**config.mk**
```make
export PLATFORM = sky130hd
export DESIGN_NAME = seg_scan_capture
export DESIGN_NICKNAME = d
export VERILOG_FILES = /design/src/rtl/seg_scan_pkg.sv /design/src/rtl/seg_scan_capture_decode.sv /design/src/rtl/seg_scan_capture.sv
export SDC_FILE = /design/constraint.sdc
export NUM_CORES = 1
export LEC_CHECK = 0
export CAP_MARGIN = 20
export CORE_ASPECT_RATIO = 0.9
export CORE_MARGIN = 2
export CORE_UTILIZATION = 40
export DETAILED_ROUTE_END_ITERATION = 7
export PLACE_DENSITY = 0.64
export SYNTH_ARGS = -nofsm -noshare
export SYNTH_HDL_FRONTEND = slang
export SYNTH_SLANG_ARGS = --single-unit
```
**constraint.sdc**
```tcl
create_clock -name clk -period 5.95 [get_ports clk]
set_input_delay 1.19 -clock clk [delete_from_list [all_inputs] [get_ports clk]]
set_output_delay 1.19 -clock clk [all_outputs]
set_load 0.005 [all_outputs]
```
**src/rtl/seg_scan_pkg.sv**
```systemverilog
// Shared glyph constants, FSM encoding and anode helpers
// for the seven-segment scan capture block.
package seg_scan_pkg;

    // Active-low glyphs, bit order {g,f,e,d,c,b,a}
    localparam logic [6:0] GLYPH_0 = 7'b1000000;
    localparam logic [6:0] GLYPH_1 = 7'b1111001;
    localparam logic [6:0] GLYPH_2 = 7'b0100100;
    localparam logic [6:0] GLYPH_3 = 7'b0110000;
    localparam logic [6:0] GLYPH_4 = 7'b0011001;
    localparam logic [6:0] GLYPH_5 = 7'b0010010;
    localparam logic [6:0] GLYPH_6 = 7'b0000010;
    localparam logic [6:0] GLYPH_7 = 7'b1111000;
    localparam logic [6:0] GLYPH_8 = 7'b0000000;
    localparam logic [6:0] GLYPH_9 = 7'b0010000;
    localparam logic [6:0] SEG_BLANK = 7'b1111111;

    localparam logic [3:0] NIBBLE_BLANK = 4'hF;

    typedef enum logic {
        ST_IDLE    = 1'b0,
        ST_COLLECT = 1'b1
    } state_t;

    typedef struct packed {
        logic [7:0] an;
        logic [6:0] seg;
    } scan_t;

    function automatic logic [3:0] lit_count(input logic [7:0] an);
        logic [3:0] n;
        n = '0;
        for (int k = 0; k < 8; k++)
            n = n + {3'b000, ~an[k]};
        return n;
    endfunction

    function automatic logic [2:0] lit_index(input logic [7:0] an);
        logic [2:0] idx;
        idx = '0;
        for (int k = 7; k >= 0; k--)
            if (!an[k])
                idx = 3'(k);
        return idx;
    endfunction

endpackage

```
**src/rtl/seg_scan_capture_decode.sv**
```systemverilog
// Seven-segment glyph to nibble decoder; blank and
// unknown codes both yield 4'hF, unknown also flags invalid.
module seg7_decode
    import seg_scan_pkg::*;
(
    input  logic [6:0] code,
    output logic [3:0] nibble,
    output logic       invalid
);

    always_comb begin
        nibble  = NIBBLE_BLANK;
        invalid = 1'b0;
        unique case (1'b1)
            (code == GLYPH_0):   nibble = 4'd0;
            (code == GLYPH_1):   nibble = 4'd1;
            (code == GLYPH_2):   nibble = 4'd2;
            (code == GLYPH_3):   nibble = 4'd3;
            (code == GLYPH_4):   nibble = 4'd4;
            (code == GLYPH_5):   nibble = 4'd5;
            (code == GLYPH_6):   nibble = 4'd6;
            (code == GLYPH_7):   nibble = 4'd7;
            (code == GLYPH_8):   nibble = 4'd8;
            (code == GLYPH_9):   nibble = 4'd9;
            (code == SEG_BLANK): nibble = NIBBLE_BLANK;
            default:             invalid = 1'b1;
        endcase
    end

endmodule

```
**src/rtl/seg_scan_capture.sv**
```systemverilog
// Captures a multiplexed 8-digit seven-segment scan into nibbles.
// Define SEG_SCAN_ERR_EN to build the sticky error flags.
module seg_scan_capture
    import seg_scan_pkg::*;
#(
    parameter int CLK_FREQ       = 100_000_000,
    parameter int STABLE_CYCLES  = 64,
    parameter int TIMEOUT_CYCLES = CLK_FREQ / 100
) (
    input  logic        clk,
    input  logic        reset_n,
    input  logic [6:0]  seg_in,
    input  logic [7:0]  an_in,
    input  logic        clear_err,
    output logic [31:0] digits_out,
    output logic [7:0]  digit_valid,
    output logic        frame_valid,
    output logic        stale,
    output logic        err_pattern,
    output logic        err_anode
);

    localparam int TW = $clog2(TIMEOUT_CYCLES + 1);
    localparam logic [14:0] STB_MAX  = '1;
    localparam logic [14:0] STB_LAST = 15'(STABLE_CYCLES - 1);
    localparam logic [TW-1:0] TMO_LAST = TW'(TIMEOUT_CYCLES - 1);

    logic [7:0]  an_s1, an_s2;
    logic [6:0]  seg_s1, seg_s2;
    scan_t       cur, prev;
    logic [14:0] stab_cnt;
    logic [TW-1:0] tmo_cnt;

    logic        strobe;
    logic [3:0]  lit_n;
    logic [2:0]  lit_idx;
    logic [7:0]  sel;
    logic        smp_one, smp_multi;
    logic [3:0]  dec_nib;
    logic        dec_bad;
    logic        tmo_hit;

    state_t      state, state_nxt;
    logic        do_write, do_complete, do_timeout;
    logic [7:0]  seen;
    logic [31:0] shadow;

    assign cur = {an_s2, seg_s2};

    always_ff @(posedge clk or negedge reset_n) begin
        if (!reset_n) begin
            an_s1    <= '1;
            an_s2    <= '1;
            seg_s1   <= '1;
            seg_s2   <= '1;
            prev     <= '1;
            stab_cnt <= '0;
        end else begin
            an_s1  <= an_in;
            an_s2  <= an_s1;
            seg_s1 <= seg_in;
            seg_s2 <= seg_s1;
            prev   <= cur;
            if (cur != prev)
                stab_cnt <= '0;
            else if (stab_cnt != STB_MAX)
                stab_cnt <= stab_cnt + 15'd1;
        end
    end

    // prev holds the value the counter has been timing
    assign strobe    = (stab_cnt == STB_LAST);
    assign lit_n     = lit_count(prev.an);
    assign lit_idx   = lit_index(prev.an);
    assign sel       = 8'b1 << lit_idx;
    assign smp_one   = strobe && (lit_n == 4'd1);
    assign smp_multi = strobe && (lit_n > 4'd1);

    seg7_decode u_dec (
        .code    (prev.seg),
        .nibble  (dec_nib),
        .invalid (dec_bad)
    );

    always_ff @(posedge clk or negedge reset_n) begin
        if (!reset_n)
            tmo_cnt <= '0;
        else if (smp_one)
            tmo_cnt <= '0;
        else if (tmo_cnt != TMO_LAST)
            tmo_cnt <= tmo_cnt + 1'b1;
    end

    assign tmo_hit = (tmo_cnt == TMO_LAST);

    always_ff @(posedge clk or negedge reset_n) begin
        if (!reset_n)
            state <= ST_IDLE;
        else
            state <= state_nxt;
    end

    // A sample beats a timeout landing on the same cycle
    always_comb begin
        state_nxt   = state;
        do_write    = 1'b0;
        do_complete = 1'b0;
        do_timeout  = 1'b0;
        unique case (state)
            ST_IDLE: begin
                if (smp_one) begin
                    do_write  = 1'b1;
                    state_nxt = ST_COLLECT;
                end
            end
            ST_COLLECT: begin
                if (smp_one) begin
                    do_write    = 1'b1;
                    do_complete = seen[lit_idx];
                end else if (tmo_hit) begin
                    do_timeout = 1'b1;
                    state_nxt  = ST_IDLE;
                end
            end
            default: state_nxt = ST_IDLE;
        endcase
    end

    always_ff @(posedge clk or negedge reset_n) begin
        if (!reset_n) begin
            seen        <= '0;
            shadow      <= '1;
            digits_out  <= '1;
            digit_valid <= '0;
            frame_valid <= 1'b0;
            stale       <= 1'b1;
        end else begin
            frame_valid <= do_complete;
            if (do_complete) begin
                digits_out  <= shadow;
                digit_valid <= seen;
                stale       <= 1'b0;
            end
            if (do_write) begin
                shadow[{lit_idx, 2'b00} +: 4] <= dec_nib;
                seen <= do_complete ? sel : (seen | sel);
            end else if (do_timeout) begin
                seen        <= '0;
                digit_valid <= '0;
                stale       <= 1'b1;
            end
        end
    end

`ifdef SEG_SCAN_ERR_EN
    // A fresh error outranks a clear pulse on the same cycle
    always_ff @(posedge clk or negedge reset_n) begin
        if (!reset_n) begin
            err_pattern <= 1'b0;
            err_anode   <= 1'b0;
        end else begin
            if (smp_one && dec_bad)
                err_pattern <= 1'b1;
            else if (clear_err)
                err_pattern <= 1'b0;
            if (smp_multi)
                err_anode <= 1'b1;
            else if (clear_err)
                err_anode <= 1'b0;
        end
    end
`else
    logic unused_err;
    assign unused_err  = ^{clear_err, dec_bad, smp_multi};
    assign err_pattern = 1'b0;
    assign err_anode   = 1'b0;
`endif

endmodule

```
* Yosys cells after proc, flatten, opt, wreduce, memory -nomap -nowiden
Index checks and enable logic that the tools add are counted.
** Cells by class
- $add $sub $neg :: 10
- Order comparisons :: 1
- Equal/unequal tests :: 15
- Shift-type cells :: 3
- Multiplexer cells :: 34
- Bitwise gates (word level) :: 10
- Reduce and logical (&&, ||, !) cells :: 5
** Operators with widths (count)
- 8-bit 2-to-1 mux :: 6
- 20-bit 2-to-1 mux :: 2
- 4-bit one-hot mux with 10 select lines :: 1
- 32-bit bitwise mux :: 1
- 4-bit by 7-bit variable shift with 32-bit output, first input constant :: 1
- 4-bit by 7-bit indexed part select with 32-bit output :: 1
- 15-bit 2-to-1 mux :: 2
- 3-bit 2-to-1 mux :: 8
- 7-bit by 5-bit equality test with 1-bit output, second input constant :: 3
- 7-bit equality test, second input constant :: 3
- 20-bit by 1-bit adder with 20-bit output, second input constant :: 1
- 20-bit equality test, second input constant :: 1
- 20-bit != test, second input constant :: 1
- 4-bit by 1-bit adder with 4-bit output :: 4
- 15-bit by 1-bit adder with 15-bit output, second input constant :: 1
- 15-bit by 6-bit equality test with 1-bit output, second input constant :: 1
- 15-bit != test :: 1
- 15-bit != test, second input constant :: 1
- 7-bit by 6-bit equality test with 1-bit output, second input constant :: 2
- 1-bit 2-to-1 mux :: 12
- 1-bit inverter :: 9
- 8-bit bitwise OR :: 1
- 1-bit by 3-bit << shifter with 8-bit output, first input constant :: 1
- 7-bit by 2-bit equality test with 1-bit output, second input constant :: 1
- other kinds (11) :: 13
** Word-level totals
- Register bits after elaboration :: 163
- Bits of input ports :: 18
- Output and inout port bits :: 44
- Word-level logic and storage cells :: 93

* Depth between registers and ports, before layout
Gate-level depths: netlist (run 1).
- Depth in word-level cells :: 15
- Gate-level depth with buffers :: 15
- Gate-level depth less buffers :: 13

* Cells and area by module
From an unflattened synthesis (run 1), not the netlist that was laid out.
** Second synthesis, totals
- Cell total of the unflattened synthesis :: 548
- Area, all modules :: 7021.7 µm²
** Modules (own cells, without submodules)
- seg_scan_capture :: times used 1, cells each 513, area an instance 6786.5 µm²
- seg7_decode :: times used 1, cells each 35, area an instance 235.2 µm²

* Least setup slack after synthesis (run 1)
Ideal clock, no wire load.
- Path kind :: reg2reg
- Start point :: reg prev[8] (netlist name)
- End point :: reg digits_out[13]
- Library setup time :: 0.082 ns
- Arrival time :: 4.247 ns
- Data required time :: 5.868 ns
- Path slack :: 1.621 ns
- Stages on the path, launching flop included :: 15
- Buffers on the path :: 1
- Cells stage by stage :: dfstp_2 -> fa_1 -> inv_1 -> fa_1 -> fa_1 -> ha_1 -> inv_1 -> fa_1 -> nor4b_1 -> nand3_1 -> nor4_1 -> nand3_1 -> o21ai_2 -> buf_4 -> mux2_2
** Between the ends
- Word-level cells in the longest chain between the ends :: 12
** Ends and longest elaborated chain
- start, declared :: line seg_scan_capture.sv:30 : scan_t cur, prev;
- start signal, assigned :: line seg_scan_capture.sv:63 : prev <= cur;
- 1-bit inverter :: line seg_scan_pkg.sv:34 : n = n + {3'b000, ~an[k]};
- 1-bit by 1-bit adder with 2-bit output :: line seg_scan_pkg.sv:34
- 2-bit by 1-bit adder with 3-bit output :: line seg_scan_pkg.sv:34
- 3-bit by 1-bit adder with 4-bit output :: line seg_scan_pkg.sv:34
- 4-bit by 1-bit adder with 4-bit output (4 in series) :: line seg_scan_pkg.sv:34
- 4-bit by 1-bit equality test with 1-bit output :: line seg_scan_capture.sv:76 : assign smp_one = strobe && (lit_n == 4'd1);
- 1-bit logical AND :: line seg_scan_capture.sv:76
- 1-bit 2-to-1 mux (*) :: line seg_scan_capture.sv:117 : if (smp_one) begin
- 1-bit 2-to-1 mux (*) :: line seg_scan_capture.sv:109 : unique case (state)
- end signal, assigned :: line seg_scan_capture.sv:140 : digits_out <= shadow;
- end, declared :: line seg_scan_capture.sv:15 : output logic [31:0] digits_out,
Every way passes the cells marked *; elsewhere a longest branch is shown, timed or not. The select of a mux whose other input is x is not followed.
A chain may end at the register's enable or synchronous reset.

* Worst setup path after layout (run 1)
Ends and elaborated chain as after synthesis.

==> results_dict.tcl, run 1 <==
set metrics [dict create \
    outcome "finished clean" \
    top_layer "met4" \
    ant_nets 0 \
    setup_ws_ps 957 \
    drc 0 \
    drtPass1Iterations 5 \
    cts_hold_buf 0 \
    synth_top_flop_cell "dfstp_2" \
    yosys_warnings 0 \
    cts_sinks 163 \
    initial_utilization 0.407 \
    synth-edff-count 0 \
    ys_types 75 \
    fin_crit_sh 0.839 \
    synth_async_sr_flop_share 1.00 \
    final_hold_viol_count 0 \
    drive_above_1_share 0.316 \
    die_x_um 148 \
    wl_met1_um 6850 \
    arrival_ps 5330 \
    cts_inserted_buffers 17 \
    yosys.area_share.simple 0.155 \
    pin_count 62 \
    path_class "flop to flop" \
    synth_top_family_by_area "simple AND/OR/NAND/NOR gates" \
    muxShareOfSynthArea 0.104 \
    grt_start_max_net_pins 101 \
    worstHoldPathType "flop to flop" \
    drtIter0Drc 328 \
    worst-path-max-fanout 33 \
    fin_crit_ps 4990 \
    cap_violations 0 \
    slowest_delay_ps 630 \
    total_leakage_power_nw 3.68 \
    worst_pin_slew_ps 1000 \
    cp.required_ps 6290 \
    ys_ff_latch 163 \
    wl_met2_um 6660 \
    yosysSeqAreaShare 0.565 \
    ir_drop_uv 178 \
    core_mm2 0.0183 \
    drv_slew 0 \
    die_y_um 134 \
    worstSetupStartpointType "flop" \
    syn_inst 610 \
    htreeDepth 4 \
    fin_skew_ps 12.3 \
    grt_overflow 0 \
    setup_violations 0 \
    synth-xor-area-share 0.0528 \
    clk_pin_slew_worst_paths_ps 60 \
    portBuffers 58 \
    worstPathCellList "fa_1, inv_1, fa_1, fa_1, ha_1, inv_1, fa_1, nor4b_1, nand3_1, nor4_1, nand3_1, o21ai_2, buf_4, mux2_2" \
    timing.fmax_ghz 0.200 \
    cts_root_buffer "clkbuf_16" \
    routedWlPerCell_um 15.4 \
    fin_nets 700 \
    cp_slowest_cell "dfstp_2" \
    syn_avg_cell_area_um2 12.2 \
    dp.cells 893 \
    grt_pass1_wl_um 24400 \
    finalNonFillerCells 925 \
    track_usage 0.153 \
    dp_hpwl_um 9880 \
    antenna_cells 0 \
    clkLatencyLatePin_ps 420 \
    gp_congestion 0.878 \
    cts_buffer_depth 2 \
    areaGrowthSynthToFinish_pct 17.4 \
    postCtsSetupBuffers 0 \
    synth_compound_area_frac 0.0562 \
    synth_area_mm2 0.00746 \
    power_density_mw_per_mm2 266 \
    post_cts_resized 0 \
    critPathMostFrequentCell "fa_1" \
    rsz0062_at_grt "false" \
    first_global_vias 4908 \
    post-place-ws_ps 1010 \
    vias 4778 \
    rows 47 \
    die-area_mm2 0.0198 \
    slew_headroom 0.326 \
    cts_tree "done" \
    viasPerCell 5.17 \
    grt_antenna_before_repair 0 \
    drt_wl_total_um 14300 \
    tns_ps 0 \
    synth_fa_ha_area_frac 0.0292 \
    wl_met3_um 600 \
    crit_path_end_kind "flop" \
]
area by class of cell:
type,count,area [um^2]
fill,1640,9590
clock buffer,19,433
timing repair buffer,61,604
tap,245,307
clock inverter,13,126
multi-input combinational,398,2980
sequential,163,4220
inverter,26,97.6
where the power goes:
group          internal [W]  switching [W]
logic             0.0000510      0.0000806
clock network      0.000585       0.000457
registers           0.00114      0.0000178
total               0.00178       0.000556
critical path: cells and delay by family, from the launching register on:
family | cells | cell delay [ps]
buf+inv | 3 | 550
flops | 1 | 630
mux | 1 | 390
compound gates | 1 | 160
simple gates | 4 | 1120
fa+ha+maj | 5 | 2030
per-stage QoR:
stage	hold slack (ps)	power [W]	instance area, um^2	utilization
after floorplan	345	0.00126	7460	-
after global placement	347	0.00130	8200	0.447
after detailed placement	347	0.00131	8200	0.447
final	354	0.00233	8760	0.478
after global routing	356	0.00243	8760	0.478
after CTS	356	0.00236	8760	0.478
logic make-up after synthesis:
group           Yosys count
other cells               1
flops                   163
mux                      70
simple gates            209
xor+xnor                 45
buf+inv                  50
fa+ha+maj                15
compound gates           57
Yosys cell counts (10+ instances only):
master	n	area share
a21oi_1	10	0.0067
dfrtp_1	53	0.18
dfstp_2	110	0.39
ha_1	11	0.018
inv_1	26	0.013
mux2_1	18	0.027
mux2_2	44	0.066
nand2_1	48	0.024
nand3_1	28	0.019
nand4_1	18	0.015
nor2_1	38	0.019
o21ai_0	16	0.011
xor2_1	37	0.043
state kept, by name, summed over array words and instances, names as in the netlist, 7 cells and up:
name / count
an_s1: 8
an_s2: 8
digit_valid: 8
digits_out: 32
prev: 15
seen: 8
seg_s1: 7
seg_s2: 7
shadow: 32
stab_cnt: 15
tmo_cnt: 20
per-layer routing:
layer	global-route usage	vias up
met5	0	-
met4	0.0471	0
met3	0.0380	19
met2	0.235	138
met1	0.215	2366
li1	-	2255
cell usage in the layout (no fill, tap or decap), drive strengths merged, types with 2 or more instances in the layout:
cell type	n
nor3	10
and4	6
o22ai	2
clkinv	4
a2bb2oi	2
dfstp	110
or2	3
inv	32
nand4	18
clkdlybuf4s50	57
mux2	62
o21ai	18
a31o	2
nor4	11
a211oi	3
o211ai	2
fa	4
nand2b	4
nor2	38
and2	4
dfrtp	53
or3	7
buf	4
nand2	49
clkinvlp	2
xnor2	8
mux2i	8
o21a	2
or4	4
nor2b	6
a31oi	4
and3	10
nor3b	3
conb	2
xor2	37
nand4b	3
nand3	28
a21oi	10
ha	11
clkbuf	19
worst paths after layout:
check,depth (start not counted),slack [ps],from,end
max in group asynchronous,2,3840,reset_n,digits_out[17]
worst min-delay path,0,350,an_s1[5],an_s2[5]
worst min register to register,0,350,an_s1[5],an_s2[5]
worst max register to register,14,960,prev[8],digits_out[13]
min in group asynchronous,1,860,reset_n,tmo_cnt[14]
worst max-delay path,14,960,prev[8],digits_out[13]
Note: power is estimated with default switching activity, not from simulation.
==> run 2, diff against run 1 <==
--- a/config.mk
+++ b/config.mk
@@ -10,7 +10,7 @@
 export CORE_MARGIN = 2
 export CORE_UTILIZATION = 40
 export DETAILED_ROUTE_END_ITERATION = 7
-export PLACE_DENSITY = 0.64
+export PLACE_DENSITY = 0.66
 export SYNTH_ARGS = -nofsm -noshare
 export SYNTH_HDL_FRONTEND = slang
 export SYNTH_SLANG_ARGS = --single-unit
==> constraint.sdc (replaced) <==
create_clock -name clk -period 4.5 [get_ports clk]
set_input_delay 0.9 -clock clk [delete_from_list [all_inputs] [get_ports clk]]
set_output_delay 0.9 -clock clk [all_outputs]
set_load 0.005 [all_outputs]
==> run 2 against run 1 <==
  * Clock power up 35%
  * Utilization rose by 2.7 points
  * Clock-buffer cell count fell by 1
  * Non-clock buffer count rose by 21
  * Register-to-register slack worse by 830 ps
  * Cell count up 2.3%
  * Power increased by 34%
  * Critical path type unchanged
==> results_dict.tcl, run 2 (same netlist as run 1, synthesis figures left out) <==
set metrics [dict create \
    outcome "finished clean" \
    cts_sinks 163 \
    drtPass1Iterations 5 \
    layout_commonest_cell "dfstp_2" \
    reg.largest.list "digits_out x32, shadow x32, tmo_cnt x20" \
    pin_count 62 \
    worst-path-max-fanout 8 \
    grt_antenna_before_repair 0 \
    clkLatencyLatePin_ps 430 \
    setup_ws_ps 123 \
    slew_headroom 0.313 \
    ir_drop_uv 352 \
    routedWlPerCell_um 16.4 \
    final_hold_viol_count 0 \
    drc 0 \
    post-place-ws_ps -67.8 \
    power_frac_seq 0.488 \
    portBuffers 58 \
    cp.required_ps 4860 \
    grt_start_max_net_pins 109 \
    cts_buffer_depth 2 \
    die_x_um 148 \
    arrival_ps 4740 \
    worstSetupStartpointType "flop" \
    rows 47 \
    timing.fmax_ghz 0.228 \
    cts_inserted_buffers 17 \
    drtIter0Drc 305 \
    total_leakage_power_nw 3.85 \
    rsz0062_at_grt "true" \
    drive_above_1_share 0.381 \
    clk_pin_slew_worst_paths_ps 70 \
    crit_path_end_kind "flop" \
    fin_crit_ps 4380 \
    viasPerCell 5.20 \
    grt_overflow 0 \
    power_density_mw_per_mm2 338 \
    pwr-share-clk 0.447 \
    mostFrequentLayoutCells "110 x dfstp_2, 57 x clkdlybuf4s50_1, 53 x dfrtp_1" \
    dp.cells 901 \
    finalNonFillerCells 946 \
    worstHoldPathType "flop to flop" \
    cts_tree "done" \
    grt_pass1_wl_um 24700 \
    ant_nets 0 \
    areaGrowthSynthToFinish_pct 24.0 \
    fin_skew_ps 9.15 \
    gp_congestion 0.935 \
    path_class "flop to flop" \
    core_mm2 0.0183 \
    initial_utilization 0.407 \
    cts_hold_buf 0 \
    htreeDepth 4 \
    worst_pin_slew_ps 1020 \
    track_usage 0.156 \
    vias 4917 \
    first_global_vias 5042 \
    die_y_um 134 \
    power.switching_w 0.000793 \
    internal-power_w 0.00234 \
    finalPower_w 0.00313 \
    cap_violations 0 \
    drt_wl_total_um 15500 \
    setup_violations 0 \
    swShare 0.253 \
    die-area_mm2 0.0198 \
    combPwrFrac 0.065 \
    drv_slew 0 \
    fin_crit_sh 0.973 \
    cts_root_buffer "clkbuf_16" \
    fin_nets 721 \
    antenna_cells 0 \
    dp_hpwl_um 10400 \
]
[run 2: power by group through the flow]
stage / Combinational (W) / Clock, W / Sequential (W)
4_1_cts: 0.000183 / 0.00143 / 0.00153
6_report: 0.000203 / 0.00140 / 0.00153
5_1_grt: 0.000228 / 0.00151 / 0.00153
3_5_place_dp: 0.000180 / 0 / 0.00155
3_3_place_gp: 0.000172 / 0 / 0.00155
2_1_floorplan: 0.000123 / 0 / 0.00154
[run 2: path summary, 6_finish.rpt]
path | from | endpoint | slack, ps | depth (start not counted)
max in group asynchronous | reset_n | prev[8] | 3070 | 2
worst max register to register | prev[8] | digits_out[25] | 120 | 15
min in group asynchronous | reset_n | seen[0] | 640 | 1
worst min register to register | seg_s1[4] | seg_s2[4] | 360 | 0
worst max-delay path | prev[8] | digits_out[25] | 120 | 15
worst min-delay path | seg_s1[4] | seg_s2[4] | 360 | 0
[run 2: through the flow]
stage / utilization / setup TNS [ps] / hold slack, ps / area, um^2
finish: 0.504 / 0 / 356 / 9250
global route: 0.504 / -96.4 / 361 / 9250
CTS: 0.484 / 0 / 357 / 8870
detailed placement: 0.452 / -1710 / 347 / 8290
global placement: 0.452 / 0 / 347 / 8290
floorplan: - / 0 / 345 / 7460
[run 2: repair_timing]
| item | in CTS | in global routing |
|---|---|---|
| gates resized for setup | 1 | 49 |
| gates cloned | 0 | 4 |
| buffers inserted | 0 | 9 |
| endpoints found under the setup margin | 32 | 54 |
| pin swaps | 0 | 3 |
[run 2: area by class of cell]
type / instances / area, um^2
fillers: 1558 / 9090
flip-flops and latches: 163 / 4220
multi-input cells: 398 / 3190
repair buffers: 82 / 865
clock buffers: 18 / 439
well taps: 245 / 307
clock inverters: 14 / 139
inverters: 26 / 97.6
[run 2: metal layers]
metal  part of all wire  global-route usage  up-vias  wire, um
li1                   -                   -     2299         -
met1               0.46               0.206     2457      7160
met2               0.48               0.252      135      7460
met3              0.043              0.0390       26       672
met4              0.016              0.0534        0       253
met5                  0                   0        -         0
[run 2: worst max-delay path, stage by stage (launching register included)]
cell and delay (ps):
dfstp_2 540, fa_1 410, inv_1 80, fa_1 440, fa_1 510, ha_2 180, inv_2 40, fa_1 370
nor2_1 190, a31oi_4 210, nor4_4 320, nand3_2 160, o21ai_4 210, buf_12 160, clkbuf_16 180, mux2_4 300
==> run 3, diff against run 2 <==
--- a/config.mk
+++ b/config.mk
@@ -7,7 +7,6 @@
 export LEC_CHECK = 0
 export CAP_MARGIN = 20
 export CORE_ASPECT_RATIO = 0.9
-export CORE_MARGIN = 2
 export CORE_UTILIZATION = 40
 export DETAILED_ROUTE_END_ITERATION = 7
 export PLACE_DENSITY = 0.66
==> run 3 against run 2 <==
  * Sequential share of layout area rose by 0.57 points
  * First-iteration DRC count is 10% lower
  * Utilization is 0.63 points lower
  * Power up 1.5%
  * Highest routed layer unchanged
==> results_dict.tcl, run 3 (same netlist as run 1, synthesis figures left out) <==
set metrics [dict create \
    dp_hpwl_um 10300 \
    power_frac_seq 0.480 \
    track_usage 0.167 \
    setup_violations 0 \
    grt_antenna_before_repair 0 \
    power.switching_w 0.000736 \
    die-area_mm2 0.0192 \
    cts_hold_buf 0 \
    path_class "flop to flop" \
    cts_root_buffer "clkbuf_16" \
    slew_headroom 0.324 \
    fin_skew_ps 15.3 \
    gp_congestion 0.902 \
    combPwrFrac 0.064 \
    fin_nets 715 \
    cts_inserted_buffers 17 \
    drtIter0Drc 274 \
    mostFrequentLayoutCells "110 x dfstp_2, 57 x clkdlybuf4s50_1, 53 x dfrtp_1" \
    total_leakage_power_nw 3.83 \
    ff_latch_area_mm2 0.00422 \
    vias 4882 \
    drv_slew 0 \
    worstHoldPathType "flop to flop" \
    cp.required_ps 4860 \
    pin_count 62 \
    multi_input_area_mm2 0.00312 \
    worst-path-max-fanout 8 \
    outcome "finished clean" \
    drt_wl_total_um 15500 \
    grt_overflow 0 \
    routedWlPerCell_um 16.5 \
    ant_nets 0 \
    ir_drop_uv 250 \
    final_util 0.498 \
    timing.fmax_ghz 0.227 \
    antenna_cells 0 \
    fin_crit_ps 4410 \
    clk_pin_slew_worst_paths_ps 70 \
    tns_ps 0 \
    cts_sinks 163 \
    die_y_um 132 \
    clkLatencyLatePin_ps 430 \
    layout_commonest_cell "dfstp_2" \
    die_x_um 146 \
    viasPerCell 5.20 \
    final_hold_viol_count 0 \
    arrival_ps 4770 \
    drtPass1Iterations 4 \
    power_density_mw_per_mm2 348 \
    portBuffers 58 \
    grt_pass1_wl_um 25200 \
    cts_tree "done" \
    fin_crit_sh 0.981 \
    cts_buffer_depth 2 \
    worstSetupStartpointType "flop" \
    internal-power_w 0.00244 \
    drive_above_1_share 0.356 \
    drc 0 \
    rows 47 \
    cap_violations 0 \
    initial_utilization 0.407 \
    rsz0062_at_grt "true" \
    fill_cells 1598 \
    first_global_vias 5021 \
    areaGrowthSynthToFinish_pct 22.5 \
    grt_start_max_net_pins 98 \
    htreeDepth 4 \
    worst_pin_slew_ps 1010 \
    reg.largest.list "digits_out x32, shadow x32, tmo_cnt x20" \
    swShare 0.232 \
    core_mm2 0.0183 \
    pwr-share-clk 0.456 \
    crit_path_end_kind "flop" \
]
-- run 3: cell types whose count changed in the layout (fill, tap and decap cells not counted), sizes merged --
cell	delta
buf	-6
inv	-4
bufinv	+2
clkinv	+1
clkinvlp	-1
-- run 3: timing repair --
action,CTS,global route
resized for setup,1,30
cloned,0,4
setup buffers,0,3
setup endpoints to repair,32,75
pin swaps,0,1
-- run 3: cell type report --
class | count | area share
Clock buffer | 18 | 0.0493
Multi-Input combinational cell | 398 | 0.341
Timing Repair Buffer | 76 | 0.0878
Tap cell | 245 | 0.0335
Sequential cell | 163 | 0.461
Clock inverter | 12 | 0.0159
Inverter | 26 | 0.0107
-- run 3: power groups by stage --
stage	clock, W	combinational (W)	sequential, W
floorplan	0	0.000123	0.00154
finish	0.00145	0.000203	0.00153
global route	0.00154	0.000225	0.00153
detailed placement	0	0.000181	0.00155
CTS	0.00149	0.000183	0.00153
global placement	0	0.000171	0.00155
-- run 3: final timing paths --
kind	slack [ps]	end	cells past startpoint	from
max in group asynchronous	2830	shadow[10]	2	reset_n
min in group asynchronous	550	tmo_cnt[14]	1	reset_n
setup reg to reg	90	digits_out[26]	15	prev[8]
setup / recovery	90	digits_out[26]	15	prev[8]
hold reg to reg	350	an_s2[6]	0	an_s1[6]
hold / removal	350	an_s2[6]	0	an_s1[6]
-- run 3: stage by stage --
stage / hold slack, ps / instances / power [W] / instance area, um^2 / setup slack, ps
after floorplan: 345 / 611 / 0.00166 / 7460 / 171
final: 352 / 938 / 0.00318 / 9140 / 86.1
after detailed placement: 347 / 901 / 0.00173 / 8280 / -24.2
after CTS: 356 / 931 / 0.00320 / 8880 / 21.6
after global routing: 356 / 938 / 0.00330 / 9140 / -19.6
after global placement: 347 / 901 / 0.00172 / 8280 / 108
-- run 3: worst max-delay path: stages (launching register included) --
cell and delay, ps:
dfstp_2 550, fa_1 410, inv_1 80, fa_1 420, fa_1 510, ha_2 180, inv_2 40, fa_1 500
nor4b_4 240, nand3_2 160, nor4_4 250, o2111ai_2 230, o21ai_4 120, buf_12 160, clkbuf_16 170, mux2_4 310
-- run 3: routing by layer --
layer,wire [um],GRT usage,vias up
li1,-,-,2279
met1,7050,0.217,2473
met2,7530,0.270,117
met3,736,0.0382,13
met4,139,0.0673,0
met5,0,0,-
